File: src/rtl/mfp_ahb_lite_param_interconnect_if.sv
// AHB-Lite bus bundle between one master, the interconnect and N slave ports.
// The interconnect uses the slave modport; the surrounding master/slave environment uses master.
interface mfp_ahb_lite_param_interconnect_if #(
    parameter int N_SLAVES = 4
) ();
    logic [31:0]            HADDR;
    logic [1:0]             HTRANS;
    logic                   HREADY;
    logic [31:0]            HRDATA;
    logic                   HRESP;
    logic [N_SLAVES-1:0]    S_HSEL;
    logic [N_SLAVES-1:0]    S_HREADYOUT;
    logic [32*N_SLAVES-1:0] S_HRDATA;
    logic [N_SLAVES-1:0]    S_HRESP;

    modport master (
        output HADDR, HTRANS, S_HREADYOUT, S_HRDATA, S_HRESP,
        input  HREADY, HRDATA, HRESP, S_HSEL
    );

    modport slave (
        input  HADDR, HTRANS, S_HREADYOUT, S_HRDATA, S_HRESP,
        output HREADY, HRDATA, HRESP, S_HSEL
    );
endinterface

File: src/rtl/mfp_ahb_lite_param_interconnect.sv
// Single-master AHB-Lite interconnect: mask/match decoder, data-phase response mux
// and a built-in default slave that answers unmapped transfers with a 2-cycle ERROR.
module mfp_ahb_lite_param_interconnect #(
    parameter int                      N_SLAVES   = 4,
    parameter logic [32*N_SLAVES-1:0]  ADDR_MATCH = {N_SLAVES{32'h0}},
    parameter logic [32*N_SLAVES-1:0]  ADDR_MASK  = {N_SLAVES{32'h0}},
    parameter int                      CNT_WIDTH  = 16
) (
    input  logic                                 HCLK,
    input  logic                                 HRESET,
    mfp_ahb_lite_param_interconnect_if.slave     bus,
    output logic [CNT_WIDTH-1:0]                 ERR_COUNT,
    output logic [31:0]                          ERR_ADDR
);

    // HADDR[31:29] selects kseg0/kseg1/etc. and must alias onto the same slave.
    localparam logic [31:0] DECODE_BITS = 32'h1FFF_FFFF;

    typedef enum logic [1:0] {
        ST_IDLE = 2'd0,
        ST_ERR1 = 2'd1,
        ST_ERR2 = 2'd2
    } state_t;

    logic [N_SLAVES-1:0]  hit;
    logic [N_SLAVES-1:0]  hsel;
    logic                 no_hit;
    logic                 err_start;

    logic [N_SLAVES-1:0]  dsel_reg, dsel_next;
    logic                 dflt_reg, dflt_next;
    state_t               state_reg, state_next;
    logic [CNT_WIDTH-1:0] err_count_reg, err_count_next;
    logic [31:0]          err_addr_reg, err_addr_next;

    logic [31:0]          slot_rdata [N_SLAVES];
    logic [31:0]          slave_rdata;
    logic                 slave_ready;
    logic                 slave_resp;
    logic                 hready;
    logic                 unused_htrans0;

    assign unused_htrans0 = bus.HTRANS[0];

    generate
        for (genvar gi = 0; gi < N_SLAVES; gi++) begin : g_decode
            localparam logic [31:0] SLOT_MASK  = ADDR_MASK[32*gi +: 32] & DECODE_BITS;
            localparam logic [31:0] SLOT_MATCH = ADDR_MATCH[32*gi +: 32] & SLOT_MASK;
            assign hit[gi] = ((bus.HADDR & SLOT_MASK) == SLOT_MATCH);
        end
    endgenerate

    // Isolate the lowest set bit so overlapping windows resolve to the lowest index.
    assign hsel   = hit & (~hit + {{(N_SLAVES-1){1'b0}}, 1'b1});
    assign no_hit = ~|hit;

    assign bus.S_HSEL = hsel;

    generate
        for (genvar gi = 0; gi < N_SLAVES; gi++) begin : g_rdata
            assign slot_rdata[gi] = bus.S_HRDATA[32*gi +: 32] & {32{dsel_reg[gi]}};
        end
    endgenerate

    always_comb begin
        slave_rdata = 32'h0;
        for (int i = 0; i < N_SLAVES; i++) begin
            slave_rdata = slave_rdata | slot_rdata[i];
        end
    end

    assign slave_ready = |(dsel_reg & bus.S_HREADYOUT);
    assign slave_resp  = |(dsel_reg & bus.S_HRESP);

    // Only the data-phase owner drives HREADY; the default slave owns it whenever dflt is set.
    assign hready     = dflt_reg ? (state_reg != ST_ERR1) : slave_ready;
    assign bus.HREADY = hready;
    assign bus.HRESP  = dflt_reg ? (state_reg != ST_IDLE) : slave_resp;
    assign bus.HRDATA = dflt_reg ? 32'h0 : slave_rdata;

    assign err_start = hready & no_hit & bus.HTRANS[1];

    always_ff @(posedge HCLK or posedge HRESET) begin
        if (HRESET) begin
            dsel_reg      <= '0;
            dflt_reg      <= 1'b1;
            state_reg     <= ST_IDLE;
            err_count_reg <= '0;
            err_addr_reg  <= 32'h0;
        end else begin
            dsel_reg      <= dsel_next;
            dflt_reg      <= dflt_next;
            state_reg     <= state_next;
            err_count_reg <= err_count_next;
            err_addr_reg  <= err_addr_next;
        end
    end

    always_comb begin
        dsel_next      = dsel_reg;
        dflt_next      = dflt_reg;
        state_next     = state_reg;
        err_count_next = err_count_reg;
        err_addr_next  = err_addr_reg;

        if (hready) begin
            dsel_next = hsel;
            dflt_next = no_hit;
        end

        case (state_reg)
            ST_IDLE: if (err_start) state_next = ST_ERR1;
            ST_ERR1: state_next = ST_ERR2;
            ST_ERR2: state_next = err_start ? ST_ERR1 : ST_IDLE;
            default: state_next = ST_IDLE;
        endcase

        // err_start can only be true in IDLE or ERR2, since ERR1 holds HREADY low.
        if (err_start) begin
            err_addr_next = bus.HADDR;
            if (err_count_reg != {CNT_WIDTH{1'b1}}) begin
                err_count_next = err_count_reg + 1'b1;
            end
        end
    end

    assign ERR_COUNT = err_count_reg;
    assign ERR_ADDR  = err_addr_reg;

endmodule

File: src/flat_wrapper.sv
// flat-port wrapper written by rule: the top's interface ports become plain ports
module mfp_ahb_lite_param_interconnect_flat 
#(
    parameter int                      N_SLAVES   = 4,
    parameter logic [32*N_SLAVES-1:0]  ADDR_MATCH = {N_SLAVES{32'h0}},
    parameter logic [32*N_SLAVES-1:0]  ADDR_MASK  = {N_SLAVES{32'h0}},
    parameter int                      CNT_WIDTH  = 16
)
  (HCLK, HRESET, ERR_COUNT, ERR_ADDR, bus_HADDR, bus_HTRANS, bus_S_HREADYOUT, bus_S_HRDATA, bus_S_HRESP, bus_HREADY, bus_HRDATA, bus_HRESP, bus_S_HSEL);
  mfp_ahb_lite_param_interconnect_if #(.N_SLAVES(N_SLAVES)) bus_i ();
  input  logic HCLK;
  input  logic HRESET;
  output logic [CNT_WIDTH-1:0] ERR_COUNT;
  output logic [31:0] ERR_ADDR;
  input wire logic [$bits(bus_i.HADDR)-1:0] bus_HADDR;
  input wire logic [$bits(bus_i.HTRANS)-1:0] bus_HTRANS;
  input wire logic [$bits(bus_i.S_HREADYOUT)-1:0] bus_S_HREADYOUT;
  input wire logic [$bits(bus_i.S_HRDATA)-1:0] bus_S_HRDATA;
  input wire logic [$bits(bus_i.S_HRESP)-1:0] bus_S_HRESP;
  output wire logic [$bits(bus_i.HREADY)-1:0] bus_HREADY;
  output wire logic [$bits(bus_i.HRDATA)-1:0] bus_HRDATA;
  output wire logic [$bits(bus_i.HRESP)-1:0] bus_HRESP;
  output wire logic [$bits(bus_i.S_HSEL)-1:0] bus_S_HSEL;
  assign bus_i.HADDR = bus_HADDR;
  assign bus_i.HTRANS = bus_HTRANS;
  assign bus_i.S_HREADYOUT = bus_S_HREADYOUT;
  assign bus_i.S_HRDATA = bus_S_HRDATA;
  assign bus_i.S_HRESP = bus_S_HRESP;
  assign bus_HREADY = bus_i.HREADY;
  assign bus_HRDATA = bus_i.HRDATA;
  assign bus_HRESP = bus_i.HRESP;
  assign bus_S_HSEL = bus_i.S_HSEL;
  mfp_ahb_lite_param_interconnect #(.N_SLAVES(N_SLAVES), .ADDR_MATCH(ADDR_MATCH), .ADDR_MASK(ADDR_MASK), .CNT_WIDTH(CNT_WIDTH)) u_core (.HCLK(HCLK), .HRESET(HRESET), .bus(bus_i), .ERR_COUNT(ERR_COUNT), .ERR_ADDR(ERR_ADDR));
endmodule
File: config.mk
export PLATFORM = sky130hd
export DESIGN_NAME = mfp_ahb_lite_param_interconnect_flat
export DESIGN_NICKNAME = d
export VERILOG_FILES = /design/src/rtl/mfp_ahb_lite_param_interconnect_if.sv /design/src/rtl/mfp_ahb_lite_param_interconnect.sv /design/src/flat_wrapper.sv
export SDC_FILE = /design/constraint.sdc
export NUM_CORES = 1
export LEC_CHECK = 0
export ABC_CLOCK_PERIOD_IN_PS = 1200
export BUFFER_PORTS_ARGS = -buffer_cell sky130_fd_sc_hd__buf_2
export CORE_AREA = 2 2 101 103
export CTS_CLUSTER_SIZE = 8
export DETAILED_ROUTE_END_ITERATION = 7
export DIE_AREA = 0 0 103 105
export PLACE_DENSITY = 0.39
export SETUP_SLACK_MARGIN = 0.4
export SKIP_CTS_REPAIR_TIMING = 1
export SLEW_MARGIN = 30
export SYNTH_ARGS = -nofsm -noshare
export SYNTH_HDL_FRONTEND = slang
export SYNTH_SLANG_ARGS = --single-unit
export TNS_END_PERCENT = 1
File: constraint.sdc
create_clock -name HCLK -period 1.2 [get_ports HCLK]
set_input_delay 0.12 -clock HCLK [delete_from_list [all_inputs] [get_ports HCLK]]
set_output_delay 0.12 -clock HCLK [all_outputs]
set_load 0.03 [all_outputs]
== Word-level counts from Yosys, hierarchy flattened ==
Index checks and enable logic that the tools add are counted.
Storage, ports and cells
  bits in registers: 4
  input port bits: 172
Operators by class
  eq/ne operators: 2
  multiplexer cells: 4
  bitwise gates (word level): 3
  reductions and logical operators: 4
Operator list (count)
  32-bit AND: 1
  32-bit two-way mux: 1
  1-bit by 4-bit AND with 4-bit output: 2
  4-bit OR reduction: 2
  2-bit case mux with 2 select lines: 1
  2-bit by 1-bit equality test with 1-bit output, second input constant: 1
  2-bit logical NOT: 1
  1-bit two-way mux: 2
  2-bit by 1-bit inequality test with 1-bit output, second input constant: 1
  2-bit nonzero test: 1

== Depth between registers and ports, before layout ==
  word-level depth: 3
  gate-level depth with buffers: 2
  depth with buffers taken out: 1

== Least setup slack after synthesis ==
Ideal clock, no wire load.
  path kind: register -> output
  start: reg u_core.dflt_reg
  end: out bus_HRDATA[24]
  arrival: 0.968 ns
  data required time: 1.080 ns
  path slack: 0.112 ns
  cell stages (with the launch flop): 3
  path buffers: 1
  path through: dfstp_2 -> buf_2 -> and3b_1
On the way
  word-level cells in the longest chain between the ends: 1
Ends and longest elaborated chain
  start, declared: RTL line mfp_ahb_lite_param_interconnect.sv:31  | logic dflt_reg, dflt_next;
  start signal, assigned: RTL line mfp_ahb_lite_param_interconnect.sv:92  | dflt_reg <= dflt_next;
  32-bit two-way mux: RTL line mfp_ahb_lite_param_interconnect.sv:79  | assign bus.HRDATA = dflt_reg ? 32'h0 : slave_rdata;
  end, declared: RTL line flat_wrapper.sv:21  | output wire logic [$bits(bus_i.HRDATA)-1:0] bus_HRDATA;
No other way between the ends.

== Final worst setup path ==
Ends and elaborated chain as after synthesis.

==> metrics.log <==
INFO  metric outcome = complete, but fails checks
INFO  metric failed_checks = setup timing
INFO  metric detailroute.via_count = 772
INFO  metric ir_worst_vdd = 374 uV
INFO  metric synth_warnings = 0
INFO  metric critical_path.reg2reg.startpoint = u_core.dsel_reg[0]$_DFFE_PP0P_
INFO  metric timing.critical_path.arrival = 1320 ps
INFO  metric clock_tree_from_tritoncts = built
INFO  metric synth_edf_count = 0
INFO  metric die_height = 105 um
INFO  metric r2r_cells = 2
INFO  metric overflow = 0
INFO  metric synth_area_leader_cell = sky130_fd_sc_hd__buf_4
INFO  metric drive_gt1_frac = 0.629
INFO  metric fmax = 693 MHz
INFO  metric core.rowCount = 36
INFO  metric avgSynthCellArea = 8.07 um^2
INFO  metric synth.top_cells.by_count = sky130_fd_sc_hd__buf_4, sky130_fd_sc_hd__and3b_1, sky130_fd_sc_hd__buf_2
INFO  metric wire_per_inst = 7.55 um
INFO  metric grt_pass1_vias = 690
INFO  metric yosysMostFrequentCell = sky130_fd_sc_hd__buf_4
INFO  metric place.port_buffers = 69
INFO  metric timing_hold_violations_final = 0
INFO  metric dieArea = 10800 um^2
INFO  metric groute.usage.overall = 0.0389
INFO  metric path_cells = buf_12 -> and3b_2 -> buf_2
INFO  metric layout-area-overhead-vs-synth = 56.6%
INFO  metric worstReg2RegEnd = u_core.dsel_reg[0]$_DFFE_PP0P_
INFO  metric worst_setup_hold_path_clk_slew = 30 ps
INFO  metric cellPowerDensity = 738 nW/um^2
INFO  metric setup_viol_count_final = 34
INFO  metric drt_wl_total = 2290 um
INFO  metric ant_nets = 0
INFO  metric pin_count = 258
INFO  metric multi_input_comb_area = 538 um^2
INFO  metric num_antenna_cells = 0
INFO  metric holdWs = 291 ps
INFO  metric combinationalPowerShare = 0.604
INFO  metric post_synth_instance_area = 791 um^2
INFO  metric min_period_over_period = 1.20
INFO  metric layout.filler_cells = 1150
INFO  metric finalNonFillerCells = 303
INFO  metric cp-start-kind = flip-flop
INFO  metric drv_slew = 0
INFO  metric area.sequential = 51.3 um^2
INFO  metric synth-main-ff-cell = sky130_fd_sc_hd__dfstp_2
INFO  metric fin_ws = -244 ps
INFO  metric worst_path_max_fanout = 24
INFO  metric placedCellCount = 298
INFO  metric synth_cells = 98
INFO  metric fp.dieW = 103 um
INFO  metric initial_utilization = 0.0820
INFO  metric final_nets = 343
INFO  metric clkSinkCount = 2
INFO  metric final.min_clock_period = 1440 ps
INFO  metric clk_path_buf_depth = 2
INFO  metric pwr-share-clk = 0.314
INFO  metric proportion_of_netlist_area_held_by_the_largest_area_contributor = 0.494
INFO  metric htree_num_levels = 1
INFO  metric dr.first_iter.drc_count = 7
INFO  metric power_spent_charging_and_discharging_nets = 0.467 mW
INFO  metric power.leakage = 0.770 nW
INFO  metric drt_drc_violations_left = 0
INFO  metric worstHoldPathType = primary input to async pin
INFO  metric power_report.internal_total = 0.446 mW
INFO  metric cap_violations = 0
INFO  metric grt_first_pass_wirelength = 3230 um
INFO  metric ys_async_sr_fraction = 1.00
INFO  metric cts-buffers-inserted = 3
INFO  metric netlist_top_cells_area = sky130_fd_sc_hd__buf_4, sky130_fd_sc_hd__and3b_1, sky130_fd_sc_hd__and3b_2, sky130_fd_sc_hd__dfstp_2, sky130_fd_sc_hd__buf_2
INFO  metric setup.worst_path.start = u_core.dflt_reg$_DFFE_PP1P_
INFO  metric synth_seq_cells = 2
INFO  metric core_footprint = 9640 um^2
INFO  metric timing.reg2reg.setup_slack = 300 ps
INFO  metric grt_max_degree = 25
INFO  metric p_sw_frac = 0.511
INFO  metric slowest_stage = sky130_fd_sc_hd__dfstp_2
INFO  metric clk_root_buffer_cell = sky130_fd_sc_hd__clkbuf_8
INFO  metric worst_setup_path_end_kind = output port
INFO  metric dp_hpwl = 2070 um
INFO  metric pre_cts_slack = -36.6 ps
INFO  metric post_route_skew = 3.60 ps
INFO  metric criticalPathCategory = flip-flop to output port
INFO  metric power_frac_seq = 0.081
INFO  metric via_per_inst = 2.55
INFO  metric cp_data_required_time = 1080 ps
INFO  metric synth.lib_cells_used.distinct = 11
INFO  metric worstSkewPairLatency = 220 ps
INFO  metric rsz0062_at_grt = yes
INFO  metric ys_seq_area_frac = 0.0649
INFO  metric cpPeakStageDelay = 570 ps
INFO  metric drt_pre_antenna_iters = 4
INFO  metric gpl.final_weighted_congestion = 0.602
INFO  metric grt_antenna_before_repair = 0
==> final cells by class <==
cell class | instances | area share
clock buffers | 4 | 0.0364
inverters | 1 | 0.00303
multi-input cells | 88 | 0.434
flip-flops and latches | 2 | 0.0414
well taps | 133 | 0.134
repair buffers | 75 | 0.351
==> routing by layer <==
metal | routed length (um) | GRT usage | vias to the layer above
met5 | 0 | 0 | -
met4 | 29 | 0.0169 | 0
met3 | 416 | 0.0241 | 4
met2 | 1160 | 0.0659 | 74
met1 | 683 | 0.0369 | 336
li1 | - | - | 358
==> cell usage in the layout (no fill, tap or decap), drive strengths merged <==
cell type | synthesis | layout
buf | 57 | 74
conb | 2 | 53
and3b | 33 | 33
clkbuf | 1 | 4
a21o | 1 | 1
or2 | 1 | 1
inv | 1 | 1
dlygate4sd3 | 0 | 1
dfstp | 1 | 1
dfrtp | 1 | 1
==> worst max path at each step <==
stage                           endpoint  slack [ps]  cells after the start
after floorplan           bus_HRDATA[23]         130                      2
after global placement    bus_HRDATA[25]         -20                      3
after detailed placement  bus_HRDATA[25]         -40                      3
after CTS                 bus_HRDATA[25]        -260                      3
after global routing      bus_HRDATA[25]        -280                      3
final                     bus_HRDATA[24]        -240                      3
==> stage by stage <==
stage	total power [mW]	setup TNS [ps]	cell area [um^2]	utilization
final	0.914	-7100	1240	0.129
after global routing	0.968	-8390	1240	0.129
after CTS	0.918	-7790	1210	0.126
after detailed placement	0.622	-399	1170	0.121
after global placement	0.617	-57.0	1170	0.121
after floorplan	0.626	0	1030	-
==> logic make-up (layout without fill, tap and decap cells) <==
group | count (synthesis) | in the layout | synth area share
buffers and inverters | 59 | 80 | 0.536
flip-flops | 2 | 2 | 0.0649
other | 2 | 53 | 0.00950
AND/OR/NAND/NOR | 34 | 34 | 0.380
AO/OA/AOI/OAI | 1 | 1 | 0.00950
==> power by group through the flow <==
stage               Sequential (mW)  Clock (mW)  Combinational, mW
finish                       0.0741       0.287              0.552
global route                 0.0742       0.306              0.587
CTS                          0.0742       0.297              0.547
detailed placement           0.0748           0              0.547
global placement             0.0745           0              0.542
floorplan                    0.0749           0              0.551
==> worst max-delay path: cells and delay by family (launching register included) <==
kind	cells	cell delay (ps)
flops	1	570
buf+inv	2	330
simple gates	1	210
Power figures use the tool's default switching activity.
